File: src/rtl/alu_pkg.sv
// -----------------------------------------------------------------------------
// alu_pkg
//   Shared types and constants for the ALU datapath blocks.
//   - mm_state_t    : state encoding for minmax_tracker
//   - DEFAULT_WIDTH : default operand width of the datapath
//   - sat_inc       : saturating counter increment helper
// -----------------------------------------------------------------------------
package alu_pkg;

    typedef enum logic [1:0] {
        ST_IDLE,
        ST_ACCUM,
        ST_HOLD
    } mm_state_t;

    localparam int DEFAULT_WIDTH = 8;

    // Saturating increment for an 8-bit container. The caller passes the
    // all-ones limit of its own counter width, so narrower counters hold
    // at their own maximum.
    function automatic logic [7:0] sat_inc(input logic [7:0] value, input logic [7:0] limit);
        return (value == limit) ? value : value + 8'd1;
    endfunction

endpackage

File: src/rtl/comparator.sv
// -----------------------------------------------------------------------------
// comparator
//   Unsigned magnitude comparator.
//   Ports:
//     a, b          : SIZE-bit unsigned operands
//     is_a_greater  : a > b
//     is_equal      : a == b
// -----------------------------------------------------------------------------
module comparator #(
    parameter int SIZE = 8
) (
    input  logic [SIZE-1:0] a,
    input  logic [SIZE-1:0] b,
    output logic            is_a_greater,
    output logic            is_equal
);

    assign is_a_greater = (a > b);
    assign is_equal     = (a == b);

endmodule

File: src/rtl/minmax_tracker.sv
// -----------------------------------------------------------------------------
// minmax_tracker
//   Streaming stage that accepts a burst of unsigned samples and reports the
//   running minimum, maximum, saturating sample count and an all-equal flag as
//   a single result beat once the burst's last sample has been accepted.
//   Upstream is stalled (in_ready=0) while the result beat is pending.
//   Ports:
//     clk, rst_n            : clock, synchronous active-low reset
//     in_valid/in_ready     : sample handshake
//     in_data, in_last      : sample and end-of-burst marker
//     out_valid/out_ready   : result handshake
//     out_min, out_max      : extremes of the burst
//     out_count             : samples accepted, saturating at all-ones
//     out_all_equal         : every sample in the burst was identical
// -----------------------------------------------------------------------------
module minmax_tracker
    import alu_pkg::*;
#(
    parameter int WIDTH   = DEFAULT_WIDTH,
    parameter int COUNT_W = 8
) (
    input  logic               clk,
    input  logic               rst_n,
    input  logic               in_valid,
    output logic               in_ready,
    input  logic [WIDTH-1:0]   in_data,
    input  logic               in_last,
    output logic               out_valid,
    input  logic               out_ready,
    output logic [WIDTH-1:0]   out_min,
    output logic [WIDTH-1:0]   out_max,
    output logic [COUNT_W-1:0] out_count,
    output logic               out_all_equal
);

    mm_state_t          state, state_next;
    logic [WIDTH-1:0]   min_q, max_q;
    logic [COUNT_W-1:0] count_q;
    logic               all_equal_q;

    logic accept, handoff;
    logic new_is_max, new_eq_max;
    logic new_is_min, new_eq_min;

    // new sample vs. current max: update max when the sample is strictly larger
    comparator #(.SIZE(WIDTH)) cmp_max (
        .a            (in_data),
        .b            (max_q),
        .is_a_greater (new_is_max),
        .is_equal     (new_eq_max)
    );

    // current min vs. new sample: update min when the sample is strictly smaller
    comparator #(.SIZE(WIDTH)) cmp_min (
        .a            (min_q),
        .b            (in_data),
        .is_a_greater (new_is_min),
        .is_equal     (new_eq_min)
    );

    assign accept  = in_valid && in_ready;
    assign handoff = out_valid && out_ready;

    // NOTE: every signal driven here gets a default before the case so no
    // path leaves it unassigned; otherwise synthesis infers a latch.
    always_comb begin
        state_next = state;
        in_ready   = 1'b1;
        out_valid  = 1'b0;
        case (state)
            ST_IDLE: begin
                if (accept) begin
                    state_next = in_last ? ST_HOLD : ST_ACCUM;
                end
            end
            ST_ACCUM: begin
                if (accept && in_last) begin
                    state_next = ST_HOLD;
                end
            end
            ST_HOLD: begin
                in_ready  = 1'b0;
                out_valid = 1'b1;
                if (handoff) begin
                    state_next = ST_IDLE;
                end
            end
            default: begin
                state_next = ST_IDLE;
            end
        endcase
    end

    // NOTE: state registers use non-blocking assignments so every flop samples
    // the pre-edge values of the others, independent of statement order.
    always_ff @(posedge clk) begin
        if (!rst_n) begin
            state       <= ST_IDLE;
            min_q       <= '0;
            max_q       <= '0;
            count_q     <= '0;
            all_equal_q <= 1'b0;
        end else begin
            state <= state_next;
            if (accept && (state == ST_IDLE)) begin
                // first sample of a burst seeds both extremes
                min_q       <= in_data;
                max_q       <= in_data;
                count_q     <= COUNT_W'(1);
                all_equal_q <= 1'b1;
            end else if (accept && (state == ST_ACCUM)) begin
                // ties compare not-greater on both sides, so they leave min/max untouched
                if (new_is_max) begin
                    max_q <= in_data;
                end
                if (new_is_min) begin
                    min_q <= in_data;
                end
                if (count_q != {COUNT_W{1'b1}}) begin
                    count_q <= count_q + COUNT_W'(1);
                end
                // once min==max, a sample keeps them equal only if it matches both;
                // this tracks (min==max) without a third comparator
                all_equal_q <= all_equal_q && new_eq_max && new_eq_min;
            end
        end
    end

    assign out_min       = min_q;
    assign out_max       = max_q;
    assign out_count     = count_q;
    assign out_all_equal = all_equal_q;

endmodule

File: config.mk
export PLATFORM = sky130hd
export DESIGN_NAME = minmax_tracker
export DESIGN_NICKNAME = d
export VERILOG_FILES = /design/src/rtl/alu_pkg.sv /design/src/rtl/comparator.sv /design/src/rtl/minmax_tracker.sv
export SDC_FILE = /design/constraint.sdc
export NUM_CORES = 1
export LEC_CHECK = 0
export CORE_ASPECT_RATIO = 0.8
export CORE_MARGIN = 2
export CORE_UTILIZATION = 50
export DETAILED_ROUTE_END_ITERATION = 7
export PLACE_DENSITY = 0.83
export REMOVE_ABC_BUFFERS = 1
export SLEW_MARGIN = 25
export SYNTH_ARGS = -nofsm -noshare
export SYNTH_HDL_FRONTEND = slang
export SYNTH_HIERARCHICAL = 1
export SYNTH_SLANG_ARGS = --single-unit
File: constraint.sdc
create_clock -name clk -period 2.06 [get_ports clk]
set_input_delay 0.309 -clock clk [delete_from_list [all_inputs] [get_ports clk]]
set_output_delay 0.309 -clock clk [all_outputs]
set_load 0.02 [all_outputs]
---- Word level (Yosys, flattened, before mapping) ----
Cells that the tools add are included.
word-level totals
  bits in registers ....................... 27
  bits of input ports ..................... 13
  output and inout bits ................... 27
  logic and storage cells ................. 54
cells by class
  add/subtract/negate cells ............... 1
  order comparisons ....................... 2
  equal/unequal tests ..................... 8
  mux-type cells .......................... 18
  bitwise logic cells ..................... 1
  reduce and logical (&&, ||, !) cells .... 18
operators with widths
  cell                                                                   count
  8-bit 2-to-1 mux                                                       6
  8-bit equality test                                                    2
  8-bit > comparator                                                     2
  8-bit by 1-bit adder with 8-bit output, second input constant          1
  2-bit 2-to-1 mux                                                       4
  8-bit != test, second input constant                                   1
  2-bit AND reduction                                                    4
  2-bit nonzero test                                                     4
  1-bit logical AND                                                      7
  1-bit 2-to-1 mux                                                       7
  2-bit != test, second input constant                                   3
  2-bit case mux with 3 select lines                                     1
  3-bit AND reduction                                                    1
  2-bit by 1-bit equality test with 1-bit output, second input constant  1
  2-bit equality test, second input constant                             1
  2-bit logical NOT                                                      1
  2-bit OR reduction                                                     1
  1-bit inverter                                                         1

---- Depth between registers and ports, before layout ----
  depth after elaboration ................. 6
  gate-level depth with buffers ........... 10

---- Hierarchy ----
Netlist, hierarchy kept.
by module, submodules not included
  module          instances  cells an instance  area an instance (um^2)  sequential area each (um^2)
  minmax_tracker  1          145                1,275.0                  540.5
  comparator      2          28                 220.2                    0.0

---- Worst setup path before layout ----
Ideal clock, no wire load.
  path type ............................... register to register
  from .................................... register max_q[1], in the netlist out_max[1]
  to ...................................... register max_q[0], in the netlist out_max[0]
  library setup time ...................... 0.070 ns
  arrival time ............................ 1.749 ns
  required time ........................... 1.990 ns
  path slack .............................. 0.241 ns
  stages on the path, launching flop included .. 10
  path buffers ............................ 0
  cell sequence ........................... dfxtp_1 inv_1 ha_1 nor2b_4 o211ai_2 a21oi_2 o22a_1 nor2b_1 o21ai_0 a21oi_1
between the ends
  longest elaborated chain between the ends .. 3
ends and longest elaborated chain
  what                           RTL line               RTL
  from (decl)                    minmax_tracker.sv:37   logic [WIDTH-1:0] min_q, max_q;
  from (signal assigned)         minmax_tracker.sv:108  max_q <= in_data;
  from (signal assigned)         minmax_tracker.sv:114  max_q <= in_data;
  8-bit > comparator             comparator.sv:18       assign is_a_greater = (a > b);
  via new_is_max                 minmax_tracker.sv:42   logic new_is_max, new_eq_max;
  2-bit nonzero test (no line)   n/a
  2-bit AND reduction (no line)  n/a
The timed path passes the listed nets, and every way through them passes these cells.
A chain may end at the register's enable or synchronous reset.

---- Worst setup path after layout ----
  from .................................... input port in_data[2]
  to ...................................... register min_q[7], in the netlist out_min[7]
between the ends
  longest elaborated chain between the ends .. 3
ends and longest elaborated chain
  what                           RTL line               RTL
  from (decl)                    minmax_tracker.sv:26   input logic [WIDTH-1:0] in_data,
  8-bit > comparator             comparator.sv:18
  via new_is_min                 minmax_tracker.sv:43   logic new_is_min, new_eq_min;
  2-bit nonzero test (no line)   n/a
  2-bit AND reduction (no line)  n/a
  to (signal assigned)           minmax_tracker.sv:107  min_q <= in_data;
  to (signal assigned)           minmax_tracker.sv:117  min_q <= in_data;
  to (decl)                      minmax_tracker.sv:37
The timed path passes the listed nets, and every way through them passes these cells.

==> impl_results.md <==
* Crit path max fanout at 8
* Max_cap viols at 0
* I/O Pins at 40
* Switching Share at 0.304
* CP Capture Type: flop
* H-tree depth at 1
* Core region area at 3180 sq um
* Vias post-DR at 1657
* Outcome: finished clean
* Skew final at 0.00457 ns
* Sequential-to-total area share from yosys stat at 0.315
* Mean Syn Cell Area at 8.53 sq um
* Vias per std cell at 5.69
* Final setup violation count at 0
* Switching Power at 0.000373 W
* Combinational share of power at 0.285
* EDFF count, synth at 0
* Worst setup SP type: input port
* HP Class: in -> reg
* Slew HR at 0.753
* Clock transition at path regs at 0.09 ns
* RSZ-0062 raised after global routing: false
* WP data required at 2.23 ns
* Port bufs at 39
* Nets at 282
* Post-Layout Inst Area at 2290 sq um
* Final Cycle Share at 0.930
* Filler cells at 269
* Pwr/cell area at 536 nW/um^2
* Cell family with most CP delay: buffers and inverters
* Worst Max-Slew Pin Slew at 0.362 ns
* Layout cells sized above 1 at 0.151
* Final-report hold violation count at 0
* First-iteration detailed-routing DRC count at 134
* Critical path class: in -> reg
* Max incr delay on CP at 0.58 ns
* Largest net degree at the start of global routing at 19
* Max Slew Vio Count at 0
* Die W at 69.5 um
* DP HPWL at 3250 um
* Vias in the first global route at 1460
* Period minus WS final at 1.92 ns
* Crit-path cells: clkdlybuf4s50_1 -> inv_1 -> ha_1 -> o211ai_2 -> a21oi_2 -> o22a_1 -> nor2b_1 -> buf_4 -> o21ai_0 -> a21oi_1
* Yosys reg bits at 27
* Rows at 18
* Leak Pwr at 0.944 nW
* Critical path's slowest cell: clkdlybuf4s50_1
* Post-synth ARST share at 0
* Part of the power in registers at 0.465
* Clock tree buffer depth at 2
* Post-Route WL at 4270 um
* Wire per inst at 14.7 um
* Initial Utilization at 0.540
* Commonest register cell after synthesis: dfxtp_1
* Post-Syn Area at 1720 sq um
* Initial DRT Pass Iterations at 4
* Die ar. at 3920 sq um
* RePlAce Congestion at 0.789
* Cells after synthesis at 201
* Clk_lat worst skew at 0.28 ns
* GR Util All Layers at 0.223
* Synth warn at 6
* Cts hold-fix bufs at 0
* Internal at 0.000854 W
* Final ANT Viol Nets at 0
* Antenna cells at 0
* GRT overflow at 0
* Clk Tree Root Cell: clkbuf_8
* Die height at 56.4 um
* Clk pwr share at 0.249
* Worst Path Arrival at 2.09 ns
* Area delta synth->final at 33.5%
* First-pass GRT wire length at 7070 um
* CTS tree: built
* Peak supply drop at 485 uV
* Post-Place Worst Slack at -0.262 ns
* Netlist cell types at 44
* Total power draw at 0.00123 W
* Final core utilization at 0.721
* Post-DP Area at 2220 sq um
* F_max at 522 MHz
* CP bufs+invs at 3
* Drt drc at 0
* Initial antenna violation count at 0
* Setup ws final at 0.144 ns
* Clk sinks at 27
* TritonCTS Buffers at 3
==> worst min-delay path, stage by stage <==
cell and delay [ns]:
dlymetal6s2s_1 0.19, nand3_1 0.09, a21oi_1 0.06
==> kinds of logic (layout without fill, tap and decap cells) <==
kind of cell	count (synthesis)	in the layout	share of synthesized area
DFF	27	27	0.315
muxes	3	3	0.0175
buffers and inverters	31	81	0.0839
and+or+nand+nor	62	62	0.233
AOI/OAI and AO/OA	61	61	0.226
adders and majority gates	17	17	0.124
==> layout make-up <==
cell class / count / area, sq um / area share
Sequential cell: 27 / 541 / 0.236
Clock buffer: 4 / 45.0 / 0.0197
Multi-Input combinational cell: 143 / 1040 / 0.454
Timing Repair Buffer: 57 / 541 / 0.236
Tap cell: 40 / 50.0 / 0.0219
Inverter: 20 / 75.1 / 0.0328
==> layout by cell type (no fill, tap or decap), types with 2 or more instances in the layout <==
master           instances
clkdlybuf4s50_1         33
dfxtp_1                 27
a21oi_1                 24
nand3_1                 23
o21ai_0                 20
inv_1                   19
buf_4                   18
ha_1                    17
dlymetal6s2s_1           6
nand2_1                  4
nor2_1                   4
nand4_1                  4
mux2i_1                  3
clkbuf_8                 3
nor2b_1                  2
nand2b_2                 2
nand2b_1                 2
nor4_1                   2
nor3_1                   2
nand3b_1                 2
nor4_2                   2
o21a_1                   2
a31oi_1                  2
nand4_2                  2
nor2b_4                  2
o211ai_2                 2
a21oi_2                  2
o22a_1                   2
==> final timing paths <==
| kind | slack (ns) | cells past startpoint | startpoint | endpoint |
|---|---|---|---|---|
| setup / recovery | 0.14 | 10 | in_data[2] | out_min[7] |
| hold / removal | 0.41 | 3 | in_data[4] | out_min[4] |
| setup reg to reg | 0.22 | 10 | out_max[1] | out_max[1] |
| hold reg to reg | 0.50 | 2 | out_all_equal | out_all_equal |
==> sequential cells by signal, summed over array words and instances, names as in the netlist <==
| register | flops |
|---|---|
| out_count | 8 |
| out_max | 8 |
| out_min | 8 |
| state | 2 |
| out_all_equal | 1 |
==> power by group through the flow <==
stage	Sequential (W)	Combinational [W]	Clock [W]
after floorplan	0.000612	0.000156	0
after global placement	0.000583	0.000337	0
after detailed placement	0.000583	0.000345	0
after CTS	0.000571	0.000347	0.000312
after global routing	0.000576	0.000383	0.000327
final	0.000571	0.000350	0.000306
==> per-layer routing <==
layer | track usage | part of all wire | vias to the layer above
met5 | 0 | 0 | -
met4 | 0.0588 | 0.010 | 0
met3 | 0.0413 | 0.085 | 5
met2 | 0.317 | 0.42 | 63
met1 | 0.341 | 0.49 | 758
li1 | - | - | 831
==> what timing repair did <==
item / 4_1_cts / 5_1_grt
endpoints found under the hold margin: 0 / 0
buffers inserted: 0 / 0
setup endpoints to repair: 0 / 16
resized for setup: 0 / 9
==> through the flow <==
step                hold slack [ns]  TNS, ns  instances
floorplan                     0.422        0        190
global placement              0.482    -3.32        287
detailed placement            0.481    -3.66        287
CTS                           0.494        0        291
global route                  0.420        0        291
finish                        0.412        0        291
==> synth_stat cells (3+ instances only) <==
master	number	area, sq um
nor2b_1	3	18.8
buf_1	3	11.3
nor2_1	4	15.0
buf_2	3	15.0
dfxtp_1	27	541
mux2i_1	3	30.0
a21oi_1	24	120
nand3_1	23	115
inv_1	19	71.3
nand4_1	4	25.0
nand2_1	4	15.0
o21ai_0	20	100
ha_1	17	213
nand2b_1	4	25.0
No activity file was read; power rests on OpenSTA's default activity.
==> RTL change (same settings) <==
The 3 states of `mm_state_t` get a one-hot encoding in 3 bits.
--- a/src/rtl/alu_pkg.sv
+++ b/src/rtl/alu_pkg.sv
@@ -9,6 +9,6 @@
 
-    typedef enum logic [1:0] {
-        ST_IDLE,
-        ST_ACCUM,
-        ST_HOLD
+    typedef enum logic [2:0] {
+        ST_IDLE  = 3'b001,
+        ST_ACCUM = 3'b010,
+        ST_HOLD  = 3'b100
     } mm_state_t;
Formal check against the unedited RTL: no difference found for any inputs over 10 cycles, from zero or initial values and one cycle with rst_n low; not proved beyond that.
==> RTL change against the unedited design <==
Wire length fell by 8.3%; fmax down 4.7%; register-to-register slack worse by 0.07 ns; die area decreased by 1.3%; largest power group unchanged; via count fell by 16%; total power increased by 3.6%; critical endpoint is now out_max[4]; worst setup slack got worse by 0.094 ns; largest cell class unchanged; sequential cell count rose by 1; area after synthesis down 1.4%; critical path type unchanged; cell area decreased by 0.38%; sequential share of layout area grew 1.1 points.
==> RTL change: results (changes against the unedited design) <==
| Metric | Value |
|---|---|
| Fill cells | `238 (was 269)` |
| Drt pass-1 iters | `4 (unchanged)` |
| Worst r2r src | `out_max[1] (unchanged)` |
| Routed len/inst | `14.71 um (was 14.66 um)` |
| Gpl congestion | `0.8302 (was 0.7887)` |
| Vias in the first global route | `1468 (was 1460)` |
| Worst Setup EP | `out_max[4] (was out_min[7])` |
| HP Start | `in_data[2] (was in_data[4])` |
| All-Layer GR Usage | `21.04% (was 22.31%)` |
| Final WS setup | `0.04957 ns (was 0.1438 ns)` |
| Via density | `5.256 (was 5.694)` |
| # diodes | `0 (unchanged)` |
| Antenna violations before repair | `0 (unchanged)` |
| DRC | `0 (unchanged)` |
| Placed cell areas | `0.002223 mm^2 (was 0.002222 mm^2)` |
| Clock skew | `0.007575 ns (was 0.004575 ns)` |
| Fraction of registers with async set/reset | `0% (unchanged)` |
| Outcome | `complete, no violations (unchanged)` |
| Min-Delay Path Class | `in2reg (unchanged)` |
| CP arrival | `2.18 ns (was 2.09 ns)` |
| Root Buffer | `clkbuf_8 (unchanged)` |
| Syn Inst Count | `174 (was 201)` |
| Dpl hpwl | `3112 um (was 3254 um)` |
| Layout cells sized above 1 | `16.81% (was 15.14%)` |
| Most used flip-flop cell after synthesis | `dfxtp_1 (unchanged)` |
| Leakage | `0.001028 uW (was 0.0009439 uW)` |
| Most instantiated cells after synthesis | `dfxtp_1, inv_1, ha_1, mux2i_1, nor2b_1 (was dfxtp_1, a21oi_1, nand3_1, o21ai_0, inv_1)` |
| Final nets | `258 (was 282)` |
| IO buf count | `39 (unchanged)` |
| Hold endpoint | `out_min[2] (was out_min[4])` |
| Number of synthesis warnings | `6 (unchanged)` |
| H-Tree Depth | `1 (unchanged)` |
| Synth area leaders | `dfxtp_1, ha_1, mux2i_1 (was dfxtp_1, ha_1, a21oi_1)` |
| CTS clk-pin slew, worst paths | `0.10 ns` |
| Later-pin clock latency in the skew report | `0.27 ns` |
| Actual slew at the worst max-slew pin | `0.2748 ns (was 0.3615 ns)` |
| VDD IR max | `0.5196 mV (was 0.4852 mV)` |
| Vias post-DR | `1398 (was 1657)` |
| Synth unique cells | `39 (was 44)` |
| Pre-CTS setup slack | `-0.4130 ns (was -0.2620 ns)` |
| Largest net degree at the start of global routing | `22 (was 19)` |
| Sequential area share after synthesis | `33.14% (was 31.51%)` |
| First-pass GRT wire length | `6693 um (was 7065 um)` |
| Final hold slack | `0.4445 ns (was 0.4118 ns)` |
| Setup slack, reg-to-reg | `0.15 ns (was 0.22 ns)` |
| Setup Buffers After CTS | `0 (unchanged)` |
| Crit path max fanout | `4 (was 8)` |
| Starting DRC count in detailed routing | `45 (was 134)` |
| Crit. Startpoint | `in_data[0] (was in_data[2])` |
==> RTL change: cell count changes after synthesis, sizes merged, moves of 4 or more <==
cell,before,now
nor2b,5,19
nand3,23,1
nor2,4,13
nor4,4,0
mux2i,3,17
a21oi,26,13
xor2,0,4
o21ai,20,4
buf,10,2
==> RTL change: area by class of cell <==
type / count / area, um^2 / area share [%]
multi-input combinational: 124 / 1049 / 45.97
tap: 40 / 50.05 / 2.194
timing repair buffer: 53 / 510.5 / 22.38
inverter: 18 / 67.56 / 2.962
clock buffer: 3 / 41.29 / 1.810
sequential: 28 / 563.0 / 24.68
==> RTL change: what timing repair did <==
action                                  CTS  global route
endpoints found under the setup margin   12             9
hold buffers                              0             0
hold endpoints to repair                  0             0
pin swaps                                 0             1
gates resized for setup                   7             5
==> RTL change: cells by family after synthesis <==
kind of cell / synth area share (%)
multiplexers: 10.95
buffers and inverters: 5.547
AO/OA/AOI/OAI: 13.68
flip-flops: 33.14
AND/OR/NAND/NOR: 21.01
adder cells (fa/ha/maj): 12.57
XOR/XNOR: 3.106
==> RTL change: metal layers <==
metal	part of all wire, %	up-vias	GRT usage, %
met5	0	-	0
met4	0.26	0	2.241
met2	52	35	40.52
met3	4.0	2	4.529
li1	-	708	-
met1	44	653	24.53
==> RTL change: report_power, final <==
part           switching, uW  internal, uW
Clock                    164           131
Sequential              28.8           572
Combinational            180           195
Total                    373           899
==> RTL change: worst max-delay path, cell delays in order <==
cell and delay (ns):
clkdlybuf4s50_1 0.56, inv_1 0.07, ha_1 0.28, nand4_1 0.13
o22a_1 0.26, a21oi_4 0.14, buf_4 0.17, mux2i_1 0.19
nor2b_1 0.06
